<file path="config.mk">
export PLATFORM = sky130hd
export DESIGN_NAME = arb8_rr
export DESIGN_NICKNAME = d
export VERILOG_FILES = /design/src/rtl/arb8_rr.sv
export SDC_FILE = /design/constraint.sdc
export NUM_CORES = 1
export LEC_CHECK = 0
export ABC_AREA = 1
export CAP_MARGIN = 20
export CORE_ASPECT_RATIO = 1.4
export CORE_UTILIZATION = 60
export CTS_CLUSTER_DIAMETER = 120
export DETAILED_ROUTE_END_ITERATION = 8
export GPL_TIMING_DRIVEN = 0
export PLACE_DENSITY = 0.86
export SLEW_MARGIN = 10
export SYNTH_ARGS = -nofsm -noshare
export SYNTH_HDL_FRONTEND = slang
export SYNTH_SLANG_ARGS = --single-unit
</file>
<file path="constraint.sdc">
create_clock -name clk -period 3.7 [get_ports clk]
set_input_delay 0.74 -clock clk [delete_from_list [all_inputs] [get_ports clk]]
set_output_delay 0.74 -clock clk [all_outputs]
set_load 0.02 [all_outputs]
</file>
<file path="src/rtl/arb8_rr.sv">
// Eight-way round-robin arbiter for a shared mux8 path. Grants one requester at a
// time, caps each tenure at MAX_HOLD cycles and leaves one idle cycle between tenures.
module arb8_rr #(
    parameter int MAX_HOLD = 16
) (
    input  logic       clk,
    input  logic       rst,
    input  logic [7:0] req,
    output logic [7:0] grant,
    output logic [2:0] sel,
    output logic       busy,
    output logic       timeout
);

    typedef enum logic {IDLE, BUSY} state_t;

    localparam logic [4:0] CNT_LAST = 5'(MAX_HOLD - 1);

    state_t     state, state_n;
    logic [2:0] ptr, ptr_n;
    logic [2:0] owner, owner_n;
    logic [4:0] cnt, cnt_n;
    logic [7:0] grant_n;
    logic       timeout_n;

    // First set request bit at or after start, wrapping modulo 8.
    function automatic logic [2:0] rr_pick(input logic [7:0] r, input logic [2:0] start);
        logic [2:0] idx;
        logic       found;
        rr_pick = start;
        found   = 1'b0;
        for (int k = 0; k < 8; k++) begin
            idx = start + 3'(k);
            if (!found && r[idx]) begin
                rr_pick = idx;
                found   = 1'b1;
            end
        end
    endfunction

    always_ff @(posedge clk or posedge rst) begin
        if (rst) begin
            state   <= IDLE;
            ptr     <= 3'd0;
            owner   <= 3'd0;
            cnt     <= 5'd0;
            grant   <= 8'd0;
            timeout <= 1'b0;
        end else begin
            state   <= state_n;
            ptr     <= ptr_n;
            owner   <= owner_n;
            cnt     <= cnt_n;
            grant   <= grant_n;
            timeout <= timeout_n;
        end
    end

    always_comb begin
        state_n   = state;
        ptr_n     = ptr;
        owner_n   = owner;
        cnt_n     = cnt;
        grant_n   = grant;
        timeout_n = 1'b0;
        unique case (state)
            IDLE: begin
                if (req != 8'd0) begin
                    owner_n = rr_pick(req, ptr);
                    grant_n = 8'd1 << owner_n;
                    cnt_n   = 5'd0;
                    state_n = BUSY;
                end
            end
            BUSY: begin
                // Release (normal or forced) always passes through IDLE, giving the dead cycle.
                if (!req[owner] || cnt == CNT_LAST) begin
                    grant_n   = 8'd0;
                    ptr_n     = owner + 3'd1;
                    state_n   = IDLE;
                    timeout_n = req[owner];
                end else begin
                    cnt_n = cnt + 5'd1;
                end
            end
            default: state_n = IDLE;
        endcase
    end

    // sel only moves with owner, which only changes on the IDLE->BUSY edge.
    assign sel  = owner;
    assign busy = |grant;

endmodule

</file>
==> impl_results.md <==
* Rel. slew slack at 0.4845
* Post-DRT Antenna Nets at 0
* Fin Setup TNS at 0 ns
* Starting Density at 0.6271
* Drt first pass iters at 4
* H-tree levels at 1
* Drt drc at 0
* DIE AREA at 0.003203 sq mm
* Area after DPL at 0.002053 sq mm
* Root cell of the clock tree: clkbuf_8
* Core Region at 0.002849 sq mm
* Post-Route M1 WL at 1.851 mm
* Drt wl/cell at 13.02 microns
* Max cap viols at 0
* WL met2 at 2.229 mm
* Maximum clock insertion buffer count at 2
* Post-DP HPWL at 3.427 mm
* Post-Synth Adder-Cell Area at 0.03501
* RePlAce Congestion at 0.8860
* Worst slew pin tran at 0.7724 ns
* Clock buffer count from CTS at 3
* Post-Synth XOR/XNOR Area at 0.02941
* Critical path peak fanout at 8
* Data required time at the worst endpoint at 3.84 ns
* Layout cell share with drive strength beyond 1 at 0.1318
* Simple-Gate Fraction of Synth Area at 0.4699
* Final Hold Fails at 0
* Hold crit path type: reg2reg
* Remaining Overflow, GRT at 0
* FF-to-FF Start: ptr[1]
* Share of the yosys chip area belonging to registers at 0.2941
* Area Growth Syn to Fin at 17.44%
* Routed WL at 4.334 mm
* Clock transition at path regs at 0.07 ns
* Max Slew Vio Count at 0
* Post-synth top area share at 0.2941
* Top area cells in the synthesized netlist: dfrtp_1 29%, nand2_1 18%, nand3_1 14%, nand2_2 4.6%, ha_1 3.5%
* Clock Skew at 0.002429 ns
* Final instance area at 0.002098 sq mm
* TritonCTS clock tree: yes
* Setup repair bufs after CTS at 0
* Syn Inst Count at 270
* FF+latch count, synth at 21
* Final min period at 2.750 ns
* First-pass GRT wire length at 6.817 mm
* Nets at 312
* Ys Warns at 0
* Worst skew pair latency at 0.26 ns
* ANT cells at 0
* Mux contribution to synthesized area at 0.01120
* Fmax at 363.6 MHz
* Initial antenna violation count at 0
* Final Non-Filler Cells at 333
* Synth Area in Compound Gates at 0.08613
* WL met3 at 100 microns
* RSZ-0062 raised after global routing: no
* Outcome: completed
* Number of gates resized after cts at 0
* Startpoint types: register
* Vias in the first global route at 1665
* Placed insts at 329
* DR top layer: met4
* Setup CP Type: reg2reg
* Drt first-iter violations at 77
* Tcrit/Tclk final at 0.7432
* HP Start: grant[0]
* Total number of vias at 1870
* Clk sinks at 21
* Synth area leader: dfrtp_1
* Final Setup Violations at 0
* Vias/cell at 5.616
* Largest family of logic cells by synthesized area: simple AND/OR/NAND/NOR gates
* Synth Cell Area at 0.001787 sq mm
* CP Capture Type: register
* Worst Setup SP: ptr[1]
* Die Y at 66.57 microns
* Crit path DAT at 2.89 ns
* Pin count of the biggest net entering global routing at 22
* Post-cts hold buffer count at 0
* Mapped Nets at 285
* Post-synth cell types at 31
* Post-synthesis area per instance at 6.617 sq um
* Die width at 48.12 microns
* Port Buffer Count at 22
* GRT Total Usage at 0.2974
* # IOs at 23
* Std cell rows at 23
-- stage by stage --
step                setup slack [ns]  utilization  hold WS (ns)
global placement              0.8558       0.7207        0.4955
global route                  0.6676       0.7365        0.5483
floorplan                      1.373            -        0.4711
finish                        0.9501       0.7365        0.5107
CTS                           0.9781       0.7365        0.5154
detailed placement            0.7751       0.7207        0.4929
-- area by class of cell --
cell class	count	area, sq um
inverter	25	93.84
sequential	21	525.5
fill	246	750.7
tap	37	46.29
timing repair buffer	22	220.2
clock buffer	4	45.04
buffer	5	38.79
multi-input combinational	219	1129
-- metal layers --
layer	up-vias	GRT usage
li1	952	-
met1	856	0.3333
met2	45	0.5389
met3	17	0.02710
met4	0	0.1215
met5	-	0
-- placed cells by master (no fill, tap or decap), types with 2 or more instances in the layout --
cell             Yosys  final
a21oi_1              5      5
a21oi_2              2      2
buf_6                2      2
clkbuf_1             1      2
clkbuf_8             0      3
clkdlybuf4s50_1      0     22
dfrtp_1             21     21
ha_1                 5      5
inv_1               16     16
inv_2                9      9
mux2i_1              2      2
nand2_1             86     86
nand2_2             13     13
nand3_1             51     51
nand3_2              3      3
nand4_1              2      2
nor2_1              14     14
nor2_4               2      2
nor4_1               2      2
o21ai_0              9      9
o21ai_1              6      6
o221ai_1             2      2
o22ai_1              2      2
or4_1                2      2
xnor2_1              3      3
xor2_1               3      3
-- path summary, 6_finish.rpt --
kind	slack, ns	cells past startpoint	endpoint
setup / recovery	0.95	17	sel[2]
hold / removal	0.51	2	grant[0]
setup reg to reg	0.95	17	sel[2]
hold reg to reg	0.51	2	grant[0]
max in group asynchronous	2.30	2	grant[0]
min in group asynchronous	0.92	2	cnt[0]
-- worst max-delay path: stages, from the launching register on --
cell and delay (ns):
dfrtp_1 0.35, buf_2 0.22, inv_2 0.11, ha_1 0.39
inv_1 0.21, nand3_1 0.13, nand2_1 0.11, nand2_1 0.06
nand2_1 0.11, nand3_2 0.10, nor2_4 0.14, nand3_1 0.13
o21ai_1 0.14, inv_1 0.05, nand2_1 0.09, nand2_2 0.07
nand3_2 0.12, o21ai_0 0.10
-- logic make-up (layout without fill, tap and decap cells) --
kind of cell               count (synthesis)  in the layout
and+or+nand+nor                          179            179
buffers and inverters                     30             56
AOI/OAI and AO/OA                         27             27
DFF                                       21             21
xor gates and xnor gates                   6              6
adders and majority gates                  5              5
muxes                                      2              2
-- state kept, by name, indices dropped and copies added, names as in the netlist --
register / flops
grant: 8
cnt: 5
state: 1
timeout: 1
sel: 3
ptr: 3
-- cells in the mapped netlist --
cell type,instances
nor2_1,14
buf_6,2
nor4_1,2
nand4_1,2
o21ai_1,6
o22ai_1,2
dfrtp_1,21
a21oi_1,5
inv_2,9
clkbuf_1,1
nand2_4,1
a21oi_2,2
mux2i_1,2
buf_2,1
xnor2_1,3
nand4_2,1
nor3_1,1
nor2_4,2
or4_1,2
nand2_2,13
o21ai_0,9
nand3_2,3
buf_4,1
nor2_2,1
nand3_1,51
inv_1,16
ha_1,5
nand2_1,86
xor2_1,3
o221ai_1,2
a31oi_1,1
Power is left out: the tool's default activity adds up to more than one toggle a clock period on the data nets, which glitch-free logic cannot reach.
